--- src/rtl/ctr_step_sequencer.sv ---
// rtl/ctr_step_sequencer.sv - queued step-command sequencer driving ct/cn of a 6-bit up/down counter
//
// Accepts "count N steps up/down" commands into a small FIFO and plays each one
// out as a SETUP cycle, N PULSE/GAP pairs, and a one-cycle DONE.
// It also keeps a shadow copy (mirror) of the value the counter should hold.
//
// Optional feature: define SEQ_SAT_EN for saturating mode. In that mode each command
// is trimmed at pop time so the mirror never wraps, and clipped flags the trim.
//
// Ports:
//   clk        rising-edge clock, shared with the counter
//   rst        synchronous active-low reset
//   cmd_valid  command offered
//   cmd_dir    0 = up, 1 = down (same encoding as counter ct)
//   cmd_cnt    number of steps, 0..63
//   cmd_ready  FIFO not full and abort low
//   abort      drop current and queued commands
//   ct         counter direction
//   cn         counter enable, high for one cycle per step
//   mirror     expected counter value
//   busy       FSM not idle, or FIFO non-empty
//   done       one-cycle pulse at command completion
//   clipped    one-cycle pulse with done when the command was trimmed
//   level      FIFO occupancy

module ctr_step_sequencer #(
    parameter int DEPTH = 4
) (
    input  logic                     clk,
    input  logic                     rst,
    input  logic                     cmd_valid,
    input  logic                     cmd_dir,
    input  logic [5:0]               cmd_cnt,
    output logic                     cmd_ready,
    input  logic                     abort,
    output logic                     ct,
    output logic                     cn,
    output logic [5:0]               mirror,
    output logic                     busy,
    output logic                     done,
    output logic                     clipped,
    output logic [$clog2(DEPTH):0]   level
);

    localparam int AW = $clog2(DEPTH);
    localparam int LW = AW + 1;

    typedef enum logic [2:0] {
        S_IDLE,
        S_SETUP,
        S_PULSE,
        S_GAP,
        S_DONE
    } state_t;

    state_t         state;
    logic           cur_dir;
    logic [5:0]     cur_left;

    logic [6:0]     mem [DEPTH];
    logic [AW-1:0]  wr_ptr;
    logic [AW-1:0]  rd_ptr;
    logic           full;
    logic           empty;
    logic           push;
    logic           pop;
    logic           head_dir;
    logic [5:0]     head_cnt;
    logic [5:0]     eff_cnt;

    assign full      = (level == LW'(DEPTH));
    assign empty     = (level == '0);
    // Abort takes priority over a simultaneous push; nothing is offered in reset.
    assign cmd_ready = rst && !full && !abort;
    assign push      = cmd_valid && cmd_ready;
    assign pop       = rst && !abort && (state == S_IDLE) && !empty;
    assign head_dir  = mem[rd_ptr][6];
    assign head_cnt  = mem[rd_ptr][5:0];
    assign busy      = (state != S_IDLE) || !empty;

`ifdef SEQ_SAT_EN
    logic       cur_trim;
    logic [5:0] room;
    logic       trim;

    // Steps available before the mirror would wrap in the head command's direction.
    always_comb begin
        room    = head_dir ? mirror : (6'd63 - mirror);
        trim    = (head_cnt > room);
        eff_cnt = trim ? room : head_cnt;
    end
`else
    assign eff_cnt = head_cnt;
    assign clipped = 1'b0;
`endif

    // Command FIFO storage; push is already suppressed during reset and abort.
    always_ff @(posedge clk) begin
        if (push) begin
            mem[wr_ptr] <= {cmd_dir, cmd_cnt};
        end
    end

    // FIFO pointers and occupancy.
    always_ff @(posedge clk) begin
        if (!rst) begin
            wr_ptr <= '0;
            rd_ptr <= '0;
            level  <= '0;
        end else if (abort) begin
            wr_ptr <= '0;
            rd_ptr <= '0;
            level  <= '0;
        end else begin
            if (push) begin
                wr_ptr <= wr_ptr + AW'(1);
            end
            if (pop) begin
                rd_ptr <= rd_ptr + AW'(1);
            end
            case ({push, pop})
                2'b10:   level <= level + LW'(1);
                2'b01:   level <= level - LW'(1);
                default: level <= level;
            endcase
        end
    end

    // Step FSM with registered ct/cn/done/clipped.
    always_ff @(posedge clk) begin
        if (!rst) begin
            state    <= S_IDLE;
            ct       <= 1'b0;
            cn       <= 1'b0;
            mirror   <= '0;
            done     <= 1'b0;
            cur_dir  <= 1'b0;
            cur_left <= '0;
`ifdef SEQ_SAT_EN
            clipped  <= 1'b0;
            cur_trim <= 1'b0;
`endif
        end else begin
            done <= 1'b0;
`ifdef SEQ_SAT_EN
            clipped <= 1'b0;
`endif
            // A PULSE cycle always lands in the mirror, even when abort arrives on
            // its closing edge, because the counter has already seen cn high.
            if (state == S_PULSE) begin
                mirror   <= cur_dir ? (mirror - 6'd1) : (mirror + 6'd1);
                cur_left <= cur_left - 6'd1;
            end

            if (abort) begin
                state <= S_IDLE;
                cn    <= 1'b0;
            end else begin
                case (state)
                    S_IDLE: begin
                        if (!empty) begin
                            cur_dir  <= head_dir;
                            cur_left <= eff_cnt;
                            ct       <= head_dir;
`ifdef SEQ_SAT_EN
                            cur_trim <= trim;
`endif
                            state    <= S_SETUP;
                        end
                    end
                    S_SETUP, S_GAP: begin
                        // In GAP, cur_left was already decremented by the preceding PULSE.
                        if (cur_left == '0) begin
                            state <= S_DONE;
                            done  <= 1'b1;
`ifdef SEQ_SAT_EN
                            clipped <= cur_trim;
`endif
                        end else begin
                            state <= S_PULSE;
                            cn    <= 1'b1;
                        end
                    end
                    S_PULSE: begin
                        state <= S_GAP;
                        cn    <= 1'b0;
                    end
                    S_DONE: begin
                        state <= S_IDLE;
                    end
                    default: begin
                        state <= S_IDLE;
                        cn    <= 1'b0;
                    end
                endcase
            end
        end
    end

endmodule

--- config.mk ---
export PLATFORM = sky130hd
export DESIGN_NAME = ctr_step_sequencer
export DESIGN_NICKNAME = d
export VERILOG_FILES = /design/src/rtl/ctr_step_sequencer.sv
export SDC_FILE = /design/constraint.sdc
export NUM_CORES = 1
export LEC_CHECK = 0
export BUFFER_PORTS_ARGS = -buffer_cell sky130_fd_sc_hd__buf_2
export CORE_ASPECT_RATIO = 0.8
export CORE_MARGIN = 4
export CORE_UTILIZATION = 58
export DETAILED_ROUTE_END_ITERATION = 16
export GPL_ROUTABILITY_DRIVEN = 0
export PLACE_DENSITY_LB_ADDON = 0.3
export SLEW_MARGIN = 5
export SYNTH_ARGS = -nofsm -noshare
export SYNTH_HDL_FRONTEND = slang
export SYNTH_SLANG_ARGS = --single-unit
--- constraint.sdc ---
create_clock -name clk -period 2.5 [get_ports clk]
set_input_delay 0.25 -clock clk [delete_from_list [all_inputs] [get_ports clk]]
set_output_delay 0.25 -clock clk [all_outputs]
set_load 0.01 [all_outputs]
==> metrics.txt <==
P_int ~1.2 mW; Mapped Avg Cell Area approximately 12 sq um; max-cap check violation count 0; Setup Skew roughly 0.0051 ns; Die W slightly above 80 microns; Seq/Total Area, Yosys between 50% and 60%; crit path capture level[2]; Port Buf Inserts 24; final hold vios 0; Starting Density 60.3%; Final min period approximately 2.2 ns; met1 GRT Util between 20% and 30%; vias in the first global route 1,454; CTS Buf Count 5; Max Transition Viols Final 0; post-synthesis register bit count 55; DIE AREA around 5500 sq um; most frequent cells in the layout edfxtp_1, dfxtp_1, buf_2; CP Cell Sequence nor3_4 > nand2_1 > nor2_1 > ha_1 > inv_1 > fa_1 > xor2_1 > or3_1 > a21oi_1; initial antenna violation count 0; largest cells by area after synthesis edfxtp_1, dfxtp_1, mux4_2; num rows 21; r2r setup slk 0.26 ns; DRT Wirelength 3.96 mm; Via density 5.40; RR Endpoint level[2]; clk sinks 55; WP depth 9; Vias about 1.5k; Peak VDD IR about 0.33 mV; GR Util met3 3.78%; Post-synth ARST share 0%; largest net degree at the start of global routing 17; core box area ~4200 sq um; unrepaired setup endpoints after global routing false; Pleak about 1.0 nW; layout cell share with drive strength beyond 1 between 10% and 20%; Reg2Reg Depth 9; syn_nets 226; initial DRC count 79; top_reg_cell synth edfxtp_1; FILL cells 312; data arrival time of the critical path 2.47 ns; CTS Buffer Depth 2; top cell family by delay on the critical path simple AND/OR/NAND/NOR gates; Sum Neg Setup Slack 0 ns; Critical Path Fanout Max 8; Logic pwr share under 10%; Least-Margin Pin Slew 0.568 ns; Hold Slack around 0.16 ns; Critical Path Slowest Stage Cell dfxtp_1; sw frac a little over a fifth; Cell Area, Synth between 2000 and 3000 sq um; period utilization approximately nine tenths; Worst-Skew Late Latency ~0.3 ns; final setup violating endpoints 0; commonest non-fill, non-tap cell in the layout edfxtp_1; H-tree level count 2; post-synth top area share 33.4%; status finished, final reports clean; max incr delay on CP 0.40 ns; first-pass GRT wire length approximately 6.9 mm; synth warn 0; CP startpoint state[0]; router iterations before antenna repair 4; EDFF count, synth 28; Antenna diodes 0; DR WL/cell about 14 microns; worst r2r src state[0]; CP Data Required Time 2.73 ns; worst rel slew slack 62.0%; dpl hpwl 2.85 mm; grt peak-use layer met2; kind of end point of the critical path register; nets@finish approximately 250; # IOs 26; CTS clk-pin slew, worst paths roughly 0.090 ns; Total GRT Usage approximately 17%; pwr dens between 500 and 600 nW/um^2; Startpoint Class register; HP Class in -> reg; Post-route DRC 0; Max Freq between 400 and 500 MHz; TritonCTS clock tree yes; Hold Buf Count CTS 0; CP Buf/Inv Count 1; Remaining Overflow, GRT 0; root buf cell clkbuf_8; Cells after Synth a little over 200; Yosys top cell by area edfxtp_1; met2 Use GR between 20% and 30%; Synth cell types 47; Die Height between 60 and 70 microns; Area Overhead vs Synth 9.44%; sw power roughly 0.32 mW; Crit Path Category reg -> reg; ANT nets after route 0; Seq pwr share 64.2%; clock power share between 30 and 40%
-- worst min-delay path by stage --
| stage | from | to | slack [ns] | cells after the start |
|---|---|---|---|---|
| 2_1_floorplan | cmd_cnt[0] | mem[0][0] | 0.35 | 0 |
| 3_3_place_gp | mirror[5] | mirror[5] | 0.45 | 2 |
| 3_5_place_dp | mirror[5] | mirror[5] | 0.46 | 2 |
| 4_1_cts | cmd_cnt[4] | mem[2][4] | 0.15 | 1 |
| 5_1_grt | cmd_cnt[4] | mem[2][4] | 0.15 | 1 |
| 6_report | cmd_cnt[4] | mem[2][4] | 0.16 | 1 |
-- registers in the layout, indices dropped and copies added, names as in the netlist, named ones only --
| signal | count |
|---|---|
| mirror | 6 |
| level | 3 |
| mem | 28 |
| rd_ptr | 2 |
| wr_ptr | 2 |
| cn | 1 |
| state | 3 |
| cur_left | 6 |
| done | 1 |
| cur_dir | 1 |
-- metrics by stage --
step / total power [mW] / instances / utilization (%) / setup WS (ns) / area, sq um
2_1_floorplan: 1.03 / 202 / - / 0.404 / 2520
3_3_place_gp: 1.05 / 275 / 63.8 / 0.313 / 2660
3_5_place_dp: 1.06 / 275 / 63.8 / 0.225 / 2660
4_1_cts: 1.52 / 283 / 65.8 / 0.204 / 2750
5_1_grt: 1.57 / 283 / 65.9 / 0.0293 / 2760
6_report: 1.50 / 283 / 65.9 / 0.261 / 2760
-- power groups by stage --
stage	clock network (mW)	logic [mW]	registers, mW
detailed placement	0	0.0708	0.985
finish	0.467	0.0708	0.964
CTS	0.484	0.0713	0.965
global placement	0	0.0698	0.985
floorplan	0	0.0484	0.983
global route	0.526	0.0809	0.966
-- synth_stat cells, types with 5 or more instances --
master	count
edfxtp_1	28
dfxtp_1	27
nand2_1	14
nor2_1	12
ha_1	11
inv_1	9
a21oi_1	8
mux4_2	7
xor2_1	7
and2_1	6
o21ai_0	6
xnor2_1	6
nand2b_1	5
-- cell type report --
class	instances	area, sq um	area share [%]
Sequential cell	55	1380	50.1
Multi-Input combinational cell	128	1050	38.1
Timing Repair Buffer	26	135	4.90
Clock buffer	6	72.6	2.63
Tap cell	57	71.3	2.59
Inverter	9	33.8	1.23
Clock inverter	2	12.5	0.454
-- routing by layer --
| metal | routed length (microns) | vias up | part of all wire [%] |
|---|---|---|---|
| li1 | - | 771 | - |
| met1 | 1920 | 715 | 49 |
| met2 | 1720 | 35 | 43 |
| met3 | 235 | 7 | 5.9 |
| met4 | 79 | 0 | 2.0 |
| met5 | 0 | - | 0 |
-- cells by family after synthesis --
group / after synthesis / synth area share [%]
buf+inv: 19 / 3.73
flops: 55 / 54.9
compound gates: 30 / 8.05
simple gates: 62 / 14.6
fa+ha+maj: 13 / 7.06
other cells: 1 / 0.149
mux: 9 / 7.06
xor+xnor: 13 / 4.52
-- worst register-to-register path, delay by kind of cell, from the launching register on --
kind | cells | cell delay [ns]
buffers and inverters | 1 | 0.06
DFF | 1 | 0.40
adders and majority gates | 2 | 0.57
and+or+nand+nor | 4 | 0.83
xor gates and xnor gates | 1 | 0.16
AOI/OAI and AO/OA | 1 | 0.15
-- timing repair --
| item | in CTS | in global routing |
|---|---|---|
| buffers inserted | 0 | 0 |
| setup endpoints to repair | 0 | 1 |
| resized for setup | 0 | 1 |
(Power assumes the default switching activity.)
